$ cat config.mk
export PLATFORM = sky130hd
export DESIGN_NAME = dot_product_accumulator
export DESIGN_NICKNAME = d
export VERILOG_FILES = /design/src/rtl/dot_product_accumulator_pkg.sv /design/src/rtl/dot_product_accumulator_sat_add_unit.sv /design/src/rtl/dot_product_accumulator.sv
export SDC_FILE = /design/constraint.sdc
export NUM_CORES = 1
export LEC_CHECK = 0
export CAP_MARGIN = 15
export CORE_MARGIN = 2
export CORE_UTILIZATION = 50
export CTS_CLUSTER_DIAMETER = 50
export DETAILED_ROUTE_END_ITERATION = 10
export HOLD_SLACK_MARGIN = 0.06
export PLACE_DENSITY = 0.75
export RECOVER_POWER = 25
export SYNTH_ARGS = -nofsm -noshare
export SYNTH_HDL_FRONTEND = slang
export SYNTH_HIERARCHICAL = 1
export SYNTH_SLANG_ARGS = --single-unit
$ cat constraint.sdc
create_clock -name clk -period 2.8 [get_ports clk]
set_input_delay 0.28 -clock clk [delete_from_list [all_inputs] [get_ports clk]]
set_output_delay 0.28 -clock clk [all_outputs]
set_load 0.02 [all_outputs]
$ cat src/rtl/dot_product_accumulator_pkg.sv
`default_nettype none
// ============================================================================
//  Module      : dot_acc_pkg
//  Description : Shared types and default sizing for the dot-product
//                accumulator (state encoding, vector/product/accumulator
//                widths).
//  Revision    : 1.0 - initial release
// ============================================================================
package dot_acc_pkg;

    // Two-state control: collecting beats, or presenting a finished result.
    typedef enum logic [0:0] {
        ST_ACCUM = 1'b0,
        ST_HOLD  = 1'b1
    } state_t;

    localparam int DOT_VEC_LEN = 16;
    localparam int DOT_PROD_W  = 8;
    localparam int DOT_ACC_W   = 12;

endpackage : dot_acc_pkg
`default_nettype wire

$ cat src/rtl/dot_product_accumulator_sat_add_unit.sv
`default_nettype none
// ============================================================================
//  Module      : sat_add_unit
//  Description : Combinational ACC_W-bit adder of an accumulator and a
//                zero-extended product. Reports the carry out of ACC_W.
//                Build option DOT_ACC_SAT_EN: on carry the sum clamps to
//                2^ACC_W-1 instead of wrapping.
//  Revision    : 1.0 - initial release
// ============================================================================
module sat_add_unit #(
    parameter int PROD_W = 8,
    parameter int ACC_W  = 12
) (
    input  logic [ACC_W-1:0]  acc,
    input  logic [PROD_W-1:0] prod,
    output logic [ACC_W-1:0]  sum,
    output logic              carry
);

    // One extra bit captures the carry; the product is zero-extended by the
    // width cast so PROD_W == ACC_W needs no special case.
    logic [ACC_W:0] w_full;

    assign w_full = {1'b0, acc} + (ACC_W+1)'(prod);
    assign carry  = w_full[ACC_W];

`ifdef DOT_ACC_SAT_EN
    // A clamped accumulator stays clamped: any further nonzero product
    // carries again and re-clamps, a zero product leaves it at full scale.
    assign sum = carry ? {ACC_W{1'b1}} : w_full[ACC_W-1:0];
`else
    assign sum = w_full[ACC_W-1:0];
`endif

endmodule : sat_add_unit
`default_nettype wire

$ cat src/rtl/dot_product_accumulator.sv
`default_nettype none
// ============================================================================
//  Module      : dot_product_accumulator
//  Description : Sums VEC_LEN consecutive unsigned products into one
//                dot-product result with valid/ready on both sides. An early
//                flush emits the partial sum. The result is held until the
//                consumer takes it (one bubble per vector).
//                Build option DOT_ACC_SAT_EN: saturating instead of wrapping
//                accumulation (out_ovf reported in both builds).
//  Revision    : 1.0 - initial release
// ============================================================================
module dot_product_accumulator
    import dot_acc_pkg::*;
#(
    parameter int VEC_LEN = DOT_VEC_LEN,
    parameter int PROD_W  = DOT_PROD_W,
    parameter int ACC_W   = DOT_ACC_W,
    parameter int CNT_W   = $clog2(VEC_LEN + 1)
) (
    input  logic              clk,
    input  logic              rst,
    input  logic              in_valid,
    output logic              in_ready,
    input  logic [PROD_W-1:0] in_prod,
    input  logic              flush,
    output logic              out_valid,
    input  logic              out_ready,
    output logic [ACC_W-1:0]  out_sum,
    output logic [CNT_W-1:0]  out_count,
    output logic              out_ovf
);

    localparam logic [CNT_W-1:0] C_VEC_LEN = CNT_W'(VEC_LEN);
    localparam logic [CNT_W-1:0] C_CNT_ONE = CNT_W'(1);

    state_t             r_state;
    logic [ACC_W-1:0]   r_acc;
    logic [CNT_W-1:0]   r_cnt;
    logic               r_ovf;
    logic               r_in_ready;
    logic               r_out_valid;
    logic [ACC_W-1:0]   r_out_sum;
    logic [CNT_W-1:0]   r_out_count;
    logic               r_out_ovf;

    logic               w_accept;
    logic [ACC_W-1:0]   w_add_sum;
    logic               w_add_carry;
    logic [ACC_W-1:0]   w_acc_next;
    logic [CNT_W-1:0]   w_cnt_next;
    logic               w_ovf_next;
    logic               w_done;

    sat_add_unit #(
        .PROD_W (PROD_W),
        .ACC_W  (ACC_W)
    ) u_sat_add (
        .acc    (r_acc),
        .prod   (in_prod),
        .sum    (w_add_sum),
        .carry  (w_add_carry)
    );

    // Running values including this cycle's beat, so a flush or completion
    // in the same cycle as a beat captures that beat too.
    always_comb begin
        w_accept   = in_valid && r_in_ready;
        w_acc_next = r_acc;
        w_cnt_next = r_cnt;
        w_ovf_next = r_ovf;
        if (w_accept) begin
            w_acc_next = w_add_sum;
            w_cnt_next = r_cnt + C_CNT_ONE;
            w_ovf_next = r_ovf | w_add_carry;
        end
        w_done = w_accept && (w_cnt_next == C_VEC_LEN);
    end

    // Control FSM with accumulator, beat counter and registered outputs.
    always_ff @(posedge clk) begin
        if (rst) begin
            r_state     <= ST_ACCUM;
            r_acc       <= '0;
            r_cnt       <= '0;
            r_ovf       <= 1'b0;
            r_in_ready  <= 1'b1;
            r_out_valid <= 1'b0;
            r_out_sum   <= '0;
            r_out_count <= '0;
            r_out_ovf   <= 1'b0;
        end else begin
            case (r_state)
                ST_ACCUM: begin
                    r_acc <= w_acc_next;
                    r_cnt <= w_cnt_next;
                    r_ovf <= w_ovf_next;
                    if (w_done || flush) begin
                        r_state     <= ST_HOLD;
                        r_in_ready  <= 1'b0;
                        r_out_valid <= 1'b1;
                        r_out_sum   <= w_acc_next;
                        r_out_count <= w_cnt_next;
                        r_out_ovf   <= w_ovf_next;
                    end
                end
                ST_HOLD: begin
                    // Flush is ignored here; only the consumer releases us.
                    if (out_ready) begin
                        r_state     <= ST_ACCUM;
                        r_acc       <= '0;
                        r_cnt       <= '0;
                        r_ovf       <= 1'b0;
                        r_in_ready  <= 1'b1;
                        r_out_valid <= 1'b0;
                    end
                end
                default: begin
                    r_state     <= ST_ACCUM;
                    r_in_ready  <= 1'b1;
                    r_out_valid <= 1'b0;
                end
            endcase
        end
    end

    assign in_ready  = r_in_ready;
    assign out_valid = r_out_valid;
    assign out_sum   = r_out_sum;
    assign out_count = r_out_count;
    assign out_ovf   = r_out_ovf;

endmodule : dot_product_accumulator
`default_nettype wire

After elaboration in Yosys (flattened, before gate mapping)
Cells that the tools add are included. W data, S select, Z words.

Output and inout port bits: 20. Register bits after elaboration: 39.

Add/subtract/negate cells: 2. Bitwise gates (word level): 2. Equal/unequal tests: 3. Mux-type cells: 17. Reductions and logical operators: 5.

Operators with widths (number): $mux W12 (2); $pmux W12 S2 (1); $add A12 B8 Y13 (1); $mux W5 (2); $pmux W5 S2 (1); $pmux W1 S2 (4); $mux W1 (7); $add A5 B1 Y5 const B (1); $eq A5 B5 Y1 const B (1); $ne A2 B2 Y1 const B (2); $reduce_and A2 Y1 (2); $logic_and A1 B1 Y1 (2); $logic_or A1 B1 Y1 (1); $not A1 Y1 (1); $or A1 B1 Y1 (1).

Depth between registers and ports, before layout
Word-level depth: 7. Depth in mapped cells: 10. Gate-level depth less buffers: 10.

Cells and area by module
Netlist, hierarchy kept.

Modules (own cells, without submodules): dot_product_accumulator (instances 1, cells an instance 204, area an instance 1779.2 µm²); sat_add_unit (instances 1, cells an instance 72, area an instance 564.3 µm²).

Least setup slack after synthesis
OpenSTA, ideal clock, no wires.

Path type: reg2reg. From: register r_in_ready (netlist: in_ready). To: register r_out_ovf (netlist: out_ovf). Stages on the path, launching flop included: 5. Clock period less this slack: 2.235 ns. Path slack: 0.565 ns. Data required time: 2.679 ns. Arrival: 2.114 ns. Path through: dfxtp_1 > nand3_1 > or4_4 > o41ai_4 > mux2_2.

Word-level cells in the longest chain between the ends: 6.

RTL lines: from (decl) (line dot_product_accumulator.sv:40) `logic r_in_ready;`; from (signal assigned) (line dot_product_accumulator.sv:86) `r_in_ready <= 1'b1;`; from (signal assigned) (line dot_product_accumulator.sv:99) `r_in_ready <= 1'b0;`; from (signal assigned) (line dot_product_accumulator.sv:113) `r_in_ready <= 1'b1;`; $logic_and A1 B1 Y1 * (line dot_product_accumulator.sv:67) `w_accept = in_valid && r_in_ready;`; $mux W5 (line dot_product_accumulator.sv:71) `if (w_accept) begin`; $eq A5 B5 Y1 (line dot_product_accumulator.sv:76) `w_done = w_accept && (w_cnt_next == C_VEC_LEN);`; $logic_and A1 B1 Y1 (line dot_product_accumulator.sv:76); $logic_or A1 B1 Y1 (line dot_product_accumulator.sv:97) `if (w_done || flush) begin`; $reduce_and A2 Y1 (no line); to (signal assigned) (line dot_product_accumulator.sv:103) `r_out_ovf <= w_ovf_next;`; to (decl) (line dot_product_accumulator.sv:44) `logic r_out_ovf;`.

Every way passes the cells marked *; elsewhere a longest branch is shown, timed or not. A chain may end at the register's enable or synchronous reset.

Worst setup path after layout
From: register r_cnt[0]. To: register r_out_sum[4] (netlist: out_sum[4]).

Word-level cells in the longest chain between the ends: 6.

RTL lines: from (decl) (line dot_product_accumulator.sv:38) `logic [CNT_W-1:0] r_cnt;`; from (signal assigned) (line dot_product_accumulator.sv:95) `r_cnt <= w_cnt_next;`; $add A5 B1 Y5 (line dot_product_accumulator.sv:73) `w_cnt_next = r_cnt + C_CNT_ONE;`; $mux W5 * (line dot_product_accumulator.sv:71); $eq A5 B5 Y1 * (line dot_product_accumulator.sv:76); $logic_and A1 B1 Y1 * (line dot_product_accumulator.sv:76); $logic_or A1 B1 Y1 * (line dot_product_accumulator.sv:97); $reduce_and A2 Y1 (no line) *; to (signal assigned) (line dot_product_accumulator.sv:101) `r_out_sum <= w_acc_next;`; to (decl) (line dot_product_accumulator.sv:42) `logic [ACC_W-1:0] r_out_sum;`.

Marks and branches as above.

==> Flow_metrics.wiki <==
{| class="wikitable"
! Metric !! Value
|-
| Htree depth || 2
|-
| Area used by multi-input combinational logic || approximately 1500 um2
|-
| Critical path endpoint category || register
|-
| Detailed-route DRC error count || 0
|-
| Category of cells accounting for the largest share of critical-path delay || simple AND/OR/NAND/NOR gates
|-
| Nets || around 320
|-
| Count of state elements after synthesis || 39
|-
| Grt ovf || 0
|-
| Horizontal die dimension || 72.5 um
|-
| Hold buffers post-CTS || 0
|-
| Initial antenna violation count || 0
|-
| Die extent in y || 72.5 um
|-
| TritonCTS clock tree || built
|-
| Std cell rows || 24
|-
| CP Cell Sequence || ha_1 > or4_4 > or4_1 > a221oi_1
|-
| Cell area after technology mapping || roughly 2300 um2
|-
| Async S/R FF share, synth || 0
|-
| Max Transition Viols Final || 0
|-
| Max Buffers Root-to-Sink || 2
|-
| Clock tree root driver cell || sky130_fd_sc_hd__clkbuf_8
|-
| Critical path data arrival time || roughly 2.6 ns
|-
| Area of all sequential standard cells || about 800 um2
|-
| Largest stage delay on the critical path || about 0.67 ns
|-
| Transition at the pin with the smallest max-transition slack || about 0.65 ns
|-
| Ratio of cells with drive above 1 in the final layout || 0.113
|-
| Yosys cell types || 53
|-
| Static power due to leakage || 1.09 nW
|-
| Worst-skew pair later-pin latency || about 0.30 ns
|-
| Synth warnings || 6
|-
| Shortest period the worst path allows || about 2.4 ns
|-
| Critical path launch point type || register
|-
| Max rail drop VDD || about 0.28 mV
|-
| Vias per inst || between 5 and 6
|-
| Kind of critical path || register to register
|-
| Inserted Diodes || 0
|-
| Utilization after layout || 0.624
|-
| First-pass iteration count of the detailed router || 4
|-
| Wire per inst || 14.9 um
|-
| Setup violation total in the final timing report || 0
|-
| Part of the Yosys area used for sequential elements || 0.333
|-
| Most common library cell in the layout ignoring fill and taps || sky130_fd_sc_hd__dfxtp_1
|-
| Final estimated routing congestion in global placement || between 0.8 and 0.9
|-
| Antenna-violating nets left || 0
|-
| Largest net degree at the start of global routing || 47
|-
| Number of buffers inserted by port buffering || 32
|-
| Area enclosed by the die boundary || 5250 um2
|-
| Setup total negative slack || 0 ns
|-
| Area growth syn-to-layout || 18.3%
|-
| Unrepaired setup endpoints after global routing || false
|-
| TritonCTS buffer count || 5
|-
| Initial core utilization || 0.527
|-
| Cell count after synthesis || roughly 280
|-
| Final worst clock skew || between 0.006 and 0.007 ns
|-
| Number of buffer and inverter stages on the critical path || 0
|-
| Synthesized area per cell || roughly 8.5 um2
|-
| Post-detailed-routing wire length || between 5000 and 6000 um
|-
| Fmax || ~420 MHz
|-
| Power density normalized to cell area || around 490 nW/um2
|-
| Number of cells upsized or downsized after cts || 0
|-
| Number of inserted filler cells in the final layout || a little over 400
|-
| HPWL Detailed || about 3800 um
|-
| Total track usage || 0.216
|-
| Sinks on the clock net || 39
|-
| Path category of the worst min-delay check || register to register
|-
| Crit path max fanout || 10
|-
| Total via count in the routed design || 2,016
|-
| # Max-Cap Violations || 0
|-
| Status || finished clean
|-
| Clock transition at the registers of the reported paths || roughly 0.09 ns
|-
| Net Count, Synth || 299
|-
| CP max-delay cell || sky130_fd_sc_hd__or4_1
|-
| Setup bufs post-CTS || 0
|-
| Final clock period utilization by the worst path || 0.860
|-
| Global-route wire length before repair || approximately 9000 um
|-
| Commonest cells after routing, fill and taps aside || sky130_fd_sc_hd__dfxtp_1 (39), sky130_fd_sc_hd__nor2_1 (34), sky130_fd_sc_hd__nand2_1 (29)
|-
| Core Area || around 4400 um2
|-
| I/O pin cnt || 33
|-
| Primary flip-flop cell chosen by synthesis mapping || sky130_fd_sc_hd__dfxtp_1
|-
| Starting DRC count in detailed routing || ~110
|-
| Hold Violations, Final || 0
|-
| Via count of the first global-routing pass || 1,864
|-
| Number of synthesized flops with an enable pin || 0
|-
| Headroom to the max-slew limit || 0.561
|-
| WP data required || around 3 ns
|}
-- cell type report --
cell class,count,share of cell area
clock inverter,3,0.00857
sequential,39,0.282
tap,52,0.0235
multi-input combinational,213,0.523
timing repair buffer,39,0.134
inverter,3,0.00406
clock buffer,5,0.0248
-- cells in the mapped netlist (3+ instances only) --
cell	number	area [um2]
sky130_fd_sc_hd__xor2_1	5	43.8
sky130_fd_sc_hd__a221oi_1	9	78.8
sky130_fd_sc_hd__a31oi_1	4	25.0
sky130_fd_sc_hd__nand3_1	8	40.0
sky130_fd_sc_hd__nand2_1	29	109
sky130_fd_sc_hd__buf_2	3	15.0
sky130_fd_sc_hd__o21ai_0	7	35.0
sky130_fd_sc_hd__a2bb2oi_1	4	35.0
sky130_fd_sc_hd__clkbuf_1	11	41.3
sky130_fd_sc_hd__ha_1	9	113
sky130_fd_sc_hd__mux2_2	7	78.8
sky130_fd_sc_hd__nand2b_1	3	18.8
sky130_fd_sc_hd__buf_1	4	15.0
sky130_fd_sc_hd__or3_1	3	18.8
sky130_fd_sc_hd__xnor2_1	8	70.1
sky130_fd_sc_hd__o22a_1	6	52.6
sky130_fd_sc_hd__dfxtp_1	39	781
sky130_fd_sc_hd__a21o_1	4	30.0
sky130_fd_sc_hd__inv_1	3	11.3
sky130_fd_sc_hd__nor2_1	34	128
sky130_fd_sc_hd__a21oi_1	19	95.1
sky130_fd_sc_hd__nor2b_1	8	50.1
sky130_fd_sc_hd__mux2i_1	9	90.1
sky130_fd_sc_hd__nor3_1	4	20.0
sky130_fd_sc_hd__nor3b_1	3	22.5
-- where the power goes --
part           total (mW)  internal (mW)  switching [mW]
logic               0.355          0.158           0.197
clock network       0.403          0.178           0.224
registers           0.614          0.588          0.0259
-- metrics by stage --
step                      instance area [um2]  total power [mW]  hold slack [ns]  instances  worst slack [ns]
after floorplan                          2340             0.875            0.455        276             0.565
after global placement                   2680             0.975            0.450        346             0.192
after detailed placement                 2680             0.985            0.464        346             0.141
after CTS                                2770              1.39            0.483        354             0.363
after global routing                     2770              1.44            0.489        354             0.281
final                                    2770              1.37            0.468        354             0.392
-- cell families (layout without fill, tap and decap cells) --
group | Yosys count | in the layout | share of synthesized area
flops | 39 | 39 | 0.333
mux | 16 | 16 | 0.0721
simple gates | 104 | 104 | 0.217
xor+xnor | 13 | 13 | 0.0486
buf+inv | 24 | 50 | 0.0480
fa+ha+maj | 10 | 10 | 0.0566
compound gates | 70 | 70 | 0.224
-- metal layers --
layer	global-route usage	routed length [um]	share of wire
met5	0	0	0
met4	0.0556	50	0.0095
met3	0.0333	166	0.031
met2	0.370	2590	0.49
met1	0.285	2470	0.47
-- final timing paths --
kind	from	endpoint	slack [ns]	cells after the start
max	r_cnt[0]$_SDFFE_PP0P_	out_sum[4]$_SDFFE_PP0P_	0.39	4
min	out_valid$_SDFFE_PP0P_	out_valid$_SDFFE_PP0P_	0.47	1
max reg2reg	r_cnt[0]$_SDFFE_PP0P_	out_sum[4]$_SDFFE_PP0P_	0.39	4
min reg2reg	out_valid$_SDFFE_PP0P_	out_valid$_SDFFE_PP0P_	0.47	1
-- state kept, by name (all words and copies together), names as in the netlist --
signal / count
out_sum: 12
out_ovf: 1
r_ovf: 1
r_cnt: 5
in_ready: 1
r_state: 1
out_valid: 1
out_count: 5
r_acc: 12
(Power assumes the default switching activity.)
